### src/rtl/pr_pkg.sv
// Shared defaults and state encodings for the wide-line read/write buffers.
package pr_pkg;

   localparam int PR_FULL_WIDTH = 512;
   localparam int PR_WIDTH      = 64;
   localparam int PR_MAX_ELEMS  = PR_FULL_WIDTH / PR_WIDTH;

   localparam logic [1:0] ST_IDLE = 2'd0;
   localparam logic [1:0] ST_FILL = 2'd1;
   localparam logic [1:0] ST_SEND = 2'd2;

endpackage

### src/rtl/write_buffer.sv
// Packs narrow elements into one wide memory write line over a slot range,
// then holds the line until the downstream write is accepted.
module write_buffer
   import pr_pkg::*;
#(
   parameter int FULL_WIDTH = PR_FULL_WIDTH,
   parameter int WIDTH      = PR_WIDTH,
   parameter int MAX_ELEMS  = FULL_WIDTH / WIDTH
)(
   input  logic                  clk,
   input  logic                  rst,
   input  logic                  ivalid,
   input  logic [WIDTH-1:0]      idata,
   output logic                  iready,
   input  logic [7:0]            base,
   input  logic [7:0]            bounds,
   input  logic                  flush,
   output logic                  wvalid,
   input  logic                  wready,
   output logic [FULL_WIDTH-1:0] wdata,
   output logic [MAX_ELEMS-1:0]  wmask
);

   localparam logic [7:0] MAX8 = 8'(MAX_ELEMS);

   logic [1:0] state;
   logic [7:0] ptr;
   logic [7:0] end_q;

   logic       accept;
   logic       close;
   logic [7:0] st_c;
   logic [7:0] en_c;
   logic [7:0] slot;
   logic [7:0] lim;
   logic [7:0] nxt_ptr;

   assign iready = (state != ST_SEND);
   assign wvalid = (state == ST_SEND);
   assign accept = ivalid && iready;

   // First element of a line uses the clamped range directly.
   always_comb begin
      st_c    = (base < MAX8) ? base : 8'd0;
      en_c    = (bounds < MAX8) ? bounds : MAX8;
      slot    = (state == ST_IDLE) ? st_c : ptr;
      lim     = (state == ST_IDLE) ? en_c : end_q;
      nxt_ptr = slot + 8'd1;
      close   = (accept && ((nxt_ptr >= lim) || flush))
              || (flush && (state == ST_FILL));
   end

   always_ff @(posedge clk) begin
      if (rst) begin
         state <= ST_IDLE;
         ptr   <= 8'd0;
         end_q <= 8'd0;
         wdata <= '0;
         wmask <= '0;
      end else begin
         if (accept) begin
            if (state == ST_IDLE)
               end_q <= en_c;
            ptr <= nxt_ptr;
            for (int k = 0; k < MAX_ELEMS; k++) begin
               if (slot == 8'(k)) begin
                  wdata[FULL_WIDTH-1-WIDTH*k -: WIDTH] <= idata;
                  wmask[k] <= 1'b1;
               end
            end
         end
         if (close)
            state <= ST_SEND;
         else if (accept)
            state <= ST_FILL;
         if ((state == ST_SEND) && wready) begin
            state <= ST_IDLE;
            ptr   <= 8'd0;
            wdata <= '0;
            wmask <= '0;
         end
      end
   end

endmodule

### config.mk
export PLATFORM = sky130hd
export DESIGN_NAME = write_buffer
export DESIGN_NICKNAME = d
export VERILOG_FILES = /design/src/rtl/pr_pkg.sv /design/src/rtl/write_buffer.sv
export SDC_FILE = /design/constraint.sdc
export NUM_CORES = 1
export LEC_CHECK = 0
export CELL_PAD_IN_SITES_DETAIL_PLACEMENT = 1
export CELL_PAD_IN_SITES_GLOBAL_PLACEMENT = 2
export CORE_ASPECT_RATIO = 0.75
export CORE_MARGIN = 3
export CORE_UTILIZATION = 31
export CTS_CLUSTER_SIZE = 30
export DETAILED_ROUTE_END_ITERATION = 12
export GPL_TIMING_DRIVEN = 0
export MAX_ROUTING_LAYER = met4
export PLACE_DENSITY = 0.84
export SYNTH_ARGS = -nofsm -noshare
export SYNTH_HDL_FRONTEND = slang
export SYNTH_SLANG_ARGS = --single-unit
### constraint.sdc
create_clock -name clk -period 7.92 [get_ports clk]
set_clock_uncertainty 0.15 [all_clocks]
set_input_delay 0.792 -clock clk [delete_from_list [all_inputs] [get_ports clk]]
set_output_delay 0.792 -clock clk [all_outputs]
set_load 0.005 [all_outputs]
==> results of run 1 <==
power by group through the flow:
stage	Sequential (mW)	Clock (mW)	Combinational (mW)
after global placement	2.85	0	0.606
after floorplan	2.85	0	0.280
after global routing	2.80	2.84	0.652
final	2.79	2.68	0.612
after detailed placement	2.85	0	0.617
after CTS	2.79	2.73	0.620
flip-flops by register name (all words and copies together), names as in the netlist:
| register | count |
|---|---|
| wmask | 8 |
| wdata | 512 |
| end_q | 8 |
| state | 2 |
| ptr | 8 |
worst max-delay path by stage:
stage | start | endpoint | slack (ps) | depth (start not counted)
final | state[0] | wdata[429] | 3550 | 8
after floorplan | base[7] | state[1] | 4440 | 12
after CTS | state[0] | wdata[429] | 3450 | 8
after detailed placement | wready | wdata[430] | 3000 | 7
after global placement | wready | wdata[431] | 3050 | 7
after global routing | state[0] | wdata[429] | 3320 | 8
layer usage:
layer	routed length [µm]	vias up	GRT usage [%]
met4	2860	0	8.23
met3	6020	132	7.29
met5	0	-	-
met1	34800	8269	28.8
met2	40000	481	41.2
li1	-	7753	-
layout by cell type (no fill, tap or decap), types with 6 or more instances in the layout:
cell and count:
a21oi_1 19, buf_1 6, buf_12 6, buf_2 28, buf_4 16, clkbuf_1 77, clkbuf_16 57, clkbuf_8 16
clkdlybuf4s50_1 604, clkinv_2 14, dfxtp_1 538, ha_1 11, inv_1 14, mux2i_1 512, nand2_1 601, nand3_1 8
nor2_1 12, nor3_1 9, nor4_1 6, o21a_1 9, o21ai_0 6
layout make-up:
| class | instances | area (µm²) |
|---|---|---|
| Antenna cell | 3 | 7.51 |
| Buffer | 131 | 734 |
| Fill cell | 7002 | 33800 |
| Tap cell | 850 | 1060 |
| Clock buffer | 79 | 1650 |
| Timing Repair Buffer | 604 | 6050 |
| Multi-Input combinational cell | 1248 | 8310 |
| Inverter | 14 | 52.6 |
| Clock inverter | 21 | 193 |
| Sequential cell | 538 | 10800 |
metrics by stage:
step / hold WS [ps] / utilization (%) / cell area, µm² / setup WS, ps
6_report: 302 / 46.0 / 28800 / 3550
5_1_grt: 328 / 46.0 / 28800 / 3320
3_3_place_gp: 287 / 43.0 / 27000 / 3050
3_5_place_dp: 292 / 43.0 / 27000 / 3000
2_1_floorplan: 280 / - / 19900 / 4440
4_1_cts: 304 / 46.0 / 28800 / 3450
worst max-delay path, cell delays in order, from the launching register on:
cell and delay [ps]:
dfxtp_1 430, nand2b_1 180, inv_1 90, a21oi_1 400, clkbuf_1 1100, clkbuf_1 690, clkbuf_1 870, nand2_1 150
mux2i_1 180
kinds of logic (layout without fill, tap and decap cells):
kind of cell,count (synthesis),after routing,synth area share [%]
and+or+nand+nor,655,655,12.9
DFF,538,538,54.2
muxes,512,512,25.8
buffers and inverters,145,849,3.96
AOI/OAI and AO/OA,66,66,2.26
adders and majority gates,11,11,0.693
xor gates and xnor gates,4,4,0.176
other,0,3,0
==> results.txt, run 1 <==
* Outcome: finished, final reports clean
* Ys flop type: dfxtp_1
- Die height: 225 µm
* Path depth of the worst reg2reg path: 8
* Slew Limit Fails: 0
* Synthesized Nets: 2027
- Summed over all layers, the routed wires come to 83800 µm.
- Required arrival time at the worst endpoint: 8300 ps
- In this run, the clock network consumes 44.1% of the power.
* Clock-pin slew reported for the worst setup and hold paths after clock tree synthesis: 60 ps
- Number of gates resized after CTS: 0
- WP data arrival: 4750 ps
- In this run the deepest clock path goes through 3 buffers.
- Global routing used 24.8% of the available tracks across all layers.
- The count of buffers added on input and output ports is 604.
- Total clock buffers created by CTS: 56
- Clock latency on the worst-skew pair: 610 ps
* CTS tree: done
- Portion of the post-synthesis area used by sequential elements: 54.2%
- Entering global routing, the biggest net connects 15 pins.
- The first global-routing pass estimated 121000 µm of wire.
- Max-cap violations in this run came to 0.
- Of the total power, combinational logic draws 10.1%.
- Power spread over the standard cell area amounts to 211 mW/mm².
- Die area: 0.0672 mm²
* Unrepaired setup endpoints after global routing: false
- Startpoint of the tightest hold check path: wmask[5]
- Synth top cells by count: nand2_1, dfxtp_1, mux2i_1, clkbuf_1, buf_2
- Setup violations remaining at the end of the flow were counted as 0.
- Total iterations of the first detailed-routing run: 5
- The number of hold buffers added after CTS was 0.
- Worst-case hold path end point: wmask[5]
* Pint: 4.54 mW
- Hold Path Stages: 2
- The number of antenna violations at the first check in global routing came to 1.
* Die W: 298 µm
* Startpoint types: flop
* Relative max-transition margin: 3.21%
* Final weighted congestion in routability-driven placement: 0.842
* Average vias per placed instance: 4.77
- In this run the register-to-register setup slack is 3550 ps.
- Sorting the synthesized cells by area gives the leading types as dfxtp_1, mux2i_1, nand2_1.
- The worst setup path is captured at a flop.
* Source of the worst register-to-register timing path: state[0]
- Number of unique standard cell types used by synthesis: 50
- In this run the static leakage power is 13.0 nW.
- Along the worst path, the maximum fanout reaches 11.
* Via count of the first global-routing pass: 17900
- Final Hold Fails: 0
- RR Endpoint: wdata[429]
- Max VDD drop: 0.124 mV
- Post-route DRC violation count: 0
* DR WL/cell: 24.0 µm
- Area share of the leading cell type in the synthesized netlist: 54.2%
- The final critical path takes up 55.2% of the cycle.
- Count of flip-flops with a built-in enable after synthesis: 0
* Relative area change from synthesis to final layout: 45.1%
- Number of standard-cell rows in the floorplan: 79
- For this run, asynchronously set or reset flops after synthesis account for 0%.
- The root buffer cell chosen for the clock tree is clkbuf_16.
- Achievable clock frequency: 229 MHz
- Switching power as a share of total power: 25.4%
- Synthesis Warnings: 0
- Aggregate global routing overflow: 0
* H-tree Lvls: 2
* Core Box Area: 0.0627 mm²
- The path class of the tightest hold or removal check is reg2reg.
- In the synthesized netlist, the number of instances is 1931.
- After detailed placement, the design holds a cell count of 3385.
- Min Clock Period, post-route: 4370 ps
- Final layout net count: 2689
- After the first detailed-routing iteration, the DRC count stood at 591.
- The final route contains 16600 vias.
- Switching component of the power: 1.55 mW
- Sum of internal, switching and leakage power: 6.09 mW
- Starting utilization of the core area: 31.7%
- Non-filler cells, final: 3488
- The post-route netlist has 6.07% of its cells at a drive strength greater than 1.
* Synthesized area per cell: 10.3 µm²
* Start-to-end type of the worst setup path: reg2reg
- After legalization and detailed placement, the total HPWL measured 62700 µm.
- For the final routed database, the setup TNS stands at 0 ps.
- Counting every sink on the clock net gives 538.
* Number of top-level pins: 607
* Synthesized flop and latch total: 538
- Most repeated cell in the gate-level netlist after synthesis: nand2_1
* Library cell occupying the most area in the post-synthesis netlist: dfxtp_1
- For the pin with the worst max-slew slack, the measured transition is 1450 ps.
- Area of the mapped netlist: 0.0199 mm²
- Sequential share of power: 45.9%
- Once detail routing completed, the nets flagged for antenna violations numbered 0.
- After clock tree synthesis, the setup repair step added 0 buffers.
(Power assumes the default switching activity.)
==> run 2: changes to the inputs <==
- CORE_UTILIZATION: 31 -> 28
- PLACE_DENSITY: 0.84 -> 0.77
- clock period: 7.92 -> 4.2 ns (I/O delays scaled with it)
==> run 2 against run 1 <==
Effect of this change: cell count rose by 2.6%; setup slack worse by 3300 ps; worst hold slack worse by 220 ps; critical path depth grew 2; non-clock buffer count rose by 2; clock-buffer cell count increased by 11; utilization down 4.1 points; clock power is 96% higher; combinational power increased by 90%; design area rose by 0.88%; largest cell class unchanged; largest power group unchanged; highest routed layer unchanged.
==> results.txt, run 2 (synthesized netlist as in run 1, its figures left out) <==
- The run finished with clean final reports.
- DR WL/cell: 23.6 µm (-1.6%)
- Master cell of the clock root buffer: clkbuf_16
* Most common library cell in the layout ignoring fill and taps: clkdlybuf4s50_1
- The placeable core region was 0.0694 mm² (+11%).
- Cell-by-cell listing of the critical path: clkbuf_1, o21a_1, a41oi_1, inv_1, ha_1, nand2_1, o21bai_1, buf_1, buf_2, mux2i_1
- The final count of pins violating max slew is 0 (unchanged).
* Die area: 0.0742 mm² (+10%)
* Power per unit of standard cell area: 402 mW/mm² (+90%)
- Global-route wire length before repair: 122000 µm (+1.1%)
- Post-route DRC violation count: 0 (unchanged)
- Critical Path Sink Type: flop
* Total global-route track usage: 22.7% (-2.1 points)
- The total of buffers placed on input and output ports was 604 (unchanged).
* Actual transition at the worst max-transition pin: 1390 ps (-61.9 ps)
* CP max stage cell: buf_1
- Via count of the first global-routing pass: 17800 (-0.80%)
- Final layout net count: 2691 (+0.074%)
- Fin Setup TNS: 0 ps (unchanged)
* Buffering stage count on the worst path with inverters included: 4 (unchanged)
- Number of standard-cell rows in the floorplan: 83 (+5.1%)
- Aggregate global routing overflow: 0 (unchanged)
- Flip-flop count of the largest register after layout: 512 (unchanged)
* Most used cells in the layout excluding fill and tap cells: clkdlybuf4s50_1, nand2_1, dfxtp_1
- Detailed-route wire length: 84500 µm (+0.95%)
- The remaining antenna violation count after routing was 0 (unchanged).
- Crit-path max FO: 10 (-1)
- The overall power is 11.7 mW (+92%).
* Startpoint types: flop
- Die height: 237 µm (+5.1%)
- Cell family with the largest share of critical-path delay: buffers and inverters
- Antenna violations before repair: 3 (+2)
- Total clock buffers created by CTS: 56 (unchanged)
- The worst-case clock buffer depth is 3 (unchanged).
* Pin count of the biggest net entering global routing: 15 (unchanged)
- wdata holds more flip-flops than any other register.
* Number of top-level pins: 607 (unchanged)
- Max capacitance violation total: 0 (unchanged)
- Ratio of cells with drive above 1 in the final layout: 6.10% (+0.026 points)
* Unrepaired setup endpoints after global routing: false
- Final setup viols: 0 (unchanged)
- Slowest Stage Delay on Critical Path: 1010 ps (-90 ps)
* Start-to-end type of the worst setup path: reg2reg
- From synthesis to final layout, the design area changed by 46.4%.
- Number of gates resized after CTS: 0 (unchanged)
- The utilization of the core after routing came to 41.9% (-4.1 points).
* Starting utilization of the core area: 28.6% (-3.1 points)
* Count of hold-fix buffers inserted at cts: 0 (unchanged)
* Initial DRC count: 764 (+29%)
- The cell leakage power came to 13.1 nW (+0.53%).
- Final weighted congestion in routability-driven placement: 0.828 (-1.7%)
* H-tree Lvls: 2 (unchanged)
- The maximum VDD drop came to 0.278 mV (+120%).
- TritonCTS Sinks: 538 (unchanged)
- The final period utilization is 93.9% (+39 points).
* Die W: 314 µm (+5.1%)
- Achievable clock frequency: 253 MHz (+11%)
- Count of vias placed by the detailed router: 16500 (-0.53%)
- DP Area: 0.0271 mm² (+0.56%)
* Final Cell Area: 0.0291 mm² (+0.88%)
* Average vias per placed instance: 4.63 (-3.0%)
* Final Hold Fails: 0 (unchanged)
* Relative max-transition margin: 7.33% (+4.1 points)
- Total iterations of the first detailed-routing run: 4 (-1)
- Min Clock Period, post-route: 3940 ps (-428 ps)
- CTS tree: done
* Worst Hold Margin: 85.2 ps (-217 ps)
* Clock-pin slew reported for the worst setup and hold paths after clock tree synthesis: 60 ps (about the same)
- The half-perimeter wire length after placement came to 64200 µm (+2.5%).
- Clock latency on the worst-skew pair: 580 ps (-30 ps)
- The data arrival at the endpoint of the critical path was 4290 ps (-460 ps).
* Hold Path Class: in2reg
* Required arrival time at the worst endpoint: 4540 ps (-3760 ps)
* Number of buffers added for setup after CTS: 0 (unchanged)
## run 2: cell types whose count changed in the layout (fill, tap and decap cells not counted), moves of 2 or more
cell and delta:
clkinvlp_4 -2, clkinv_2 -8, clkbuf_1 +4, clkbuf_8 +5
## run 2: stage by stage
step | setup WS (ps) | cells
after global placement | -546 | 3470
final | 255 | 3577
after floorplan | 1090 | 1931
after detailed placement | -54.2 | 3472
after global routing | 61.4 | 3576
after CTS | 131 | 3575
## run 2: worst paths after layout
kind / slack (ps) / start / cells after the start / endpoint
max: 260 / state[0] / 10 / wdata[186]
min: 90 / rst / 2 / end_q[2]
max reg2reg: 260 / state[0] / 10 / wdata[186]
min reg2reg: 300 / wmask[7] / 2 / wmask[7]
## run 2: layout make-up
cell class                 instances  area (µm²)
antenna                            2        5.00
buffer                           131         736
clock buffer                      90        1760
clock inverter                    13         186
fill                            7782       40300
inverter                          14        52.6
multi-input combinational       1248        8310
sequential                       538       10800
tap                              935        1170
timing repair buffer             606        6090
## run 2: layer usage
| metal | part of all wire [%] | vias up | GRT usage (%) | routed length [µm] |
|---|---|---|---|---|
| li1 | - | 7788 | - | - |
| met1 | 42 | 8180 | 26.8 | 35800 |
| met2 | 48 | 460 | 37.9 | 40300 |
| met3 | 7.1 | 119 | 6.39 | 5970 |
| met4 | 2.9 | 0 | 6.34 | 2410 |
| met5 | 0 | - | - | 0 |
## run 2: report_power, final
| part | internal, mW | switching (mW) | total, mW |
|---|---|---|---|
| logic | 0.452 | 0.710 | 1.16 |
| clock network | 3.11 | 2.15 | 5.26 |
| registers | 5.20 | 0.0606 | 5.26 |
==> run 3: changes to the inputs <==
- CORE_MARGIN: 3 -> 2
- CORE_UTILIZATION: 28 -> 38
- DONT_BUFFER_PORTS: not set -> 1
- PLACE_DENSITY: 0.77 -> 0.76
==> run 3 against run 2 <==
Effect of this change: power fell by 5.4%; die area is 27% lower; global-route usage grew 5.4 points; register-to-register slack lost 20 ps; first-iteration DRC count is 6.9% lower; wire length fell by 11%; sequential power increased by 1%; combinational power down 29%; largest cell class unchanged.
==> results.txt, run 3 (synthesized netlist as in run 1, its figures left out) <==
* Starting utilization of the core area: 38.5% (+9.8 points)
* Post-route DRC violation count: 0 (unchanged)
- The relative contribution of sequential cells to total power came to 48.2% (+3.2 points).
- Initial DRC count: 711 (-6.9%)
- Count of vias placed by the detailed router: 14600 (-12%)
- The number of nets in the final layout came to 2094 (-22%).
- The worst-case setup margin in the final layout is 233 ps (-22.0 ps).
* Master cell of the clock root buffer: clkbuf_16
- The portion of total power attributed to the clock network is 44.3% (-0.7 points).
- The tightest slew margin relative to the limit was 9.16% (+1.8 points).
- Clock-pin slew reported for the worst setup and hold paths after clock tree synthesis: 60 ps (about the same)
- RR Endpoint: wdata[186]
- Startpoint types: flop
- Hold Path Class: in2reg
* Setup Slack @ Placement: 255 ps (+309 ps)
- The total clock buffers created by CTS is 54 (-3.6%).
- The clock sink total is 538 (unchanged).
- The via-per-instance ratio is 5.30 (+15%).
* Power share of the combinational group: 7.5% (-2.4 points)
- Achievable clock frequency: 252 MHz (-0.56%)
- The sequential cell area is 0.0108 mm² (unchanged).
* Total global-route track usage: 28.1% (+5.4 points)
- The cell leakage power was 10.9 nW (-17%).
- Pin count of the biggest net entering global routing: 14 (-1)
* DP Wirelength: 56300 µm (-12%)
- In this run the worst setup path terminates at wdata[186].
- The slew at the pin closest to its max-slew limit is 1360 ps (-27.4 ps).
* DR WL/cell: 27.5 µm (+17%)
- Most common library cell in the layout ignoring fill and taps: nand2_1
- Ratio of cells with drive above 1 in the final layout: 7.60% (+1.5 points)
- The final RePlAce weighted congestion is 0.889 (+7.4%).
* Die area: 0.0541 mm² (-27%)
* Die height: 202 µm (-15%)
- Outcome: finished, final reports clean
- Pint: 8.27 mW (-5.7%)
- The critical path data required time was 4550 ps (about the same).
* Worst Hold Margin: 41.5 ps (-43.7 ps)
- Setup repair after global routing left no endpoint under its margin.
- Clock latency on the worst-skew pair: 590 ps (about the same)
- The site row count came to 72 (-13%).
- The first-pass GRT wire length is 109000 µm (-11%).
- R2R Setup Slk: 230 ps (-20 ps)
- Path depth of the worst reg2reg path: 10 (unchanged)
- The final sum of negative setup slack came to 0 ps (unchanged).
* Total iterations of the first detailed-routing run: 5 (+1)
* Source of the worst register-to-register timing path: state[0]
- DP Area: 0.0207 mm² (-24%)
- Counting flops per register, the top entry is wdata.
* Start-to-end type of the worst setup path: reg2reg
- The width of the die came to 268 µm (-15%).
* H-tree Lvls: 2 (unchanged)
- The number of global-route vias before repair came to 15300 (-14%).
- The number of flip-flops in the largest register is 512 (unchanged).
* Switching component of the power: 2.79 mW (-4.5%)
- The number of max-cap violations was 0 (unchanged).
* Most used cells in the layout excluding fill and tap cells: nand2_1, dfxtp_1, mux2i_1
* Count of buffers inserted at the top-level ports: 0 (-100%)
* Crit-path max FO: 10 (unchanged)
- The count of endpoints failing hold in the final timing report was 0 (unchanged).
- Final setup viols: 0 (unchanged)
* Aggregate global routing overflow: 0 (unchanged)
- Max VDD drop: 0.315 mV (+13%)
- The final count of pins violating max slew came to 0 (unchanged).
* Switching power as a share of total power: 25.2% (+0.23 points)
- Final clock period utilization by the worst path: 94.4% (+0.52 points)
- Final Cell Area: 0.0227 mm² (-22%)
* Number of top-level pins: 607 (unchanged)
- The number of buffers added for setup after CTS was 0 (unchanged).
- The worst-case clock buffer depth is 3 (unchanged).
- TritonCTS built the clock tree.
- WP data arrival: 4320 ps (+30 ps)
- Detailed-route wire length: 75700 µm (-11%)
* Min Clock Period, post-route: 3970 ps (+22.0 ps)
- Core Box Area: 0.0516 mm² (-26%)
* Antenna viol nets, final: 0 (unchanged)
- Area of the multi-input gates: 0.00831 mm² (about the same)
- The number of antenna violations at the first check in global routing came to 4 (+1).
* Filler cells: 5736 (-26%)
* Launch point of the worst path: state[0]
- The power density normalized to cell area was 488 mW/mm² (+21%).
- Critical Path Sink Type: flop
- From synthesis to final layout, the design area changed by 14.1%.
[run 3: cell types whose count changed in the layout (fill, tap and decap cells not counted), moves of 2 or more]
cell             change
bufinv_16            -2
clkbuf_16            -3
dlygate4sd3_1       +11
clkbuf_8             -2
clkinv_4             +2
diode_2              +2
clkdlybuf4s50_1    -604
[run 3: worst min path at each step]
stage / startpoint / to / cells after the start
2_1_floorplan: end_q[4] / end_q[4] / 1
3_3_place_gp: end_q[5] / end_q[5] / 1
3_5_place_dp: end_q[6] / end_q[6] / 1
4_1_cts: bounds[5] / end_q[3] / 2
5_1_grt: idata[9] / wdata[73] / 2
6_report: idata[9] / wdata[201] / 2
[run 3: layout make-up]
type                       count  share of cell area [%]
buffer                       131                    3.25
timing repair buffer          11                   0.486
clock buffer                  84                    7.31
sequential                   538                    47.5
clock inverter                14                   0.607
antenna                        4                  0.0442
inverter                      14                   0.232
multi-input combinational   1248                    36.7
tap                          703                    3.88
[run 3: power by group through the flow]
stage	Clock [mW]	Combinational, mW	Sequential (mW)
final	4.90	0.826	5.33
after global routing	5.21	0.892	5.34
after CTS	4.98	0.836	5.33
after detailed placement	0	0.827	5.45
after global placement	0	0.806	5.44
after floorplan	0	0.529	5.38
[run 3: routing by layer]
metal  routed length [µm]  share of wire, %  up-vias  GRT usage, %
met2                36000                48      468          45.7
met5                    0                 0        -             -
li1                     -                 -     6582             -
met1                30400                40     7386          32.0
met3                 6710               8.9      134          10.3
met4                 2550               3.4        0          9.54
[run 3: repair_timing]
action	4_1_cts	5_1_grt
endpoints found under the hold margin	8	0
hold buffers	11	0
resized for setup	0	1
setup endpoints to repair	0	1
[run 3: metrics by stage]
stage,instances,power (mW),utilization [%]
2_1_floorplan,1931,5.90,-
3_3_place_gp,2634,6.25,40.2
3_5_place_dp,2634,6.27,40.2
4_1_cts,2743,11.1,43.9
5_1_grt,2747,11.4,43.9
6_report,2747,11.1,43.9
[run 3: critical path, stage by stage (launching register included)]
cell and delay (ps):
dfxtp_1 350, clkbuf_1 250, o21a_1 250, a41oi_1 340
inv_1 170, ha_1 240, nand2_1 130, o21bai_1 140
buf_1 1020, buf_2 560, mux2i_1 260
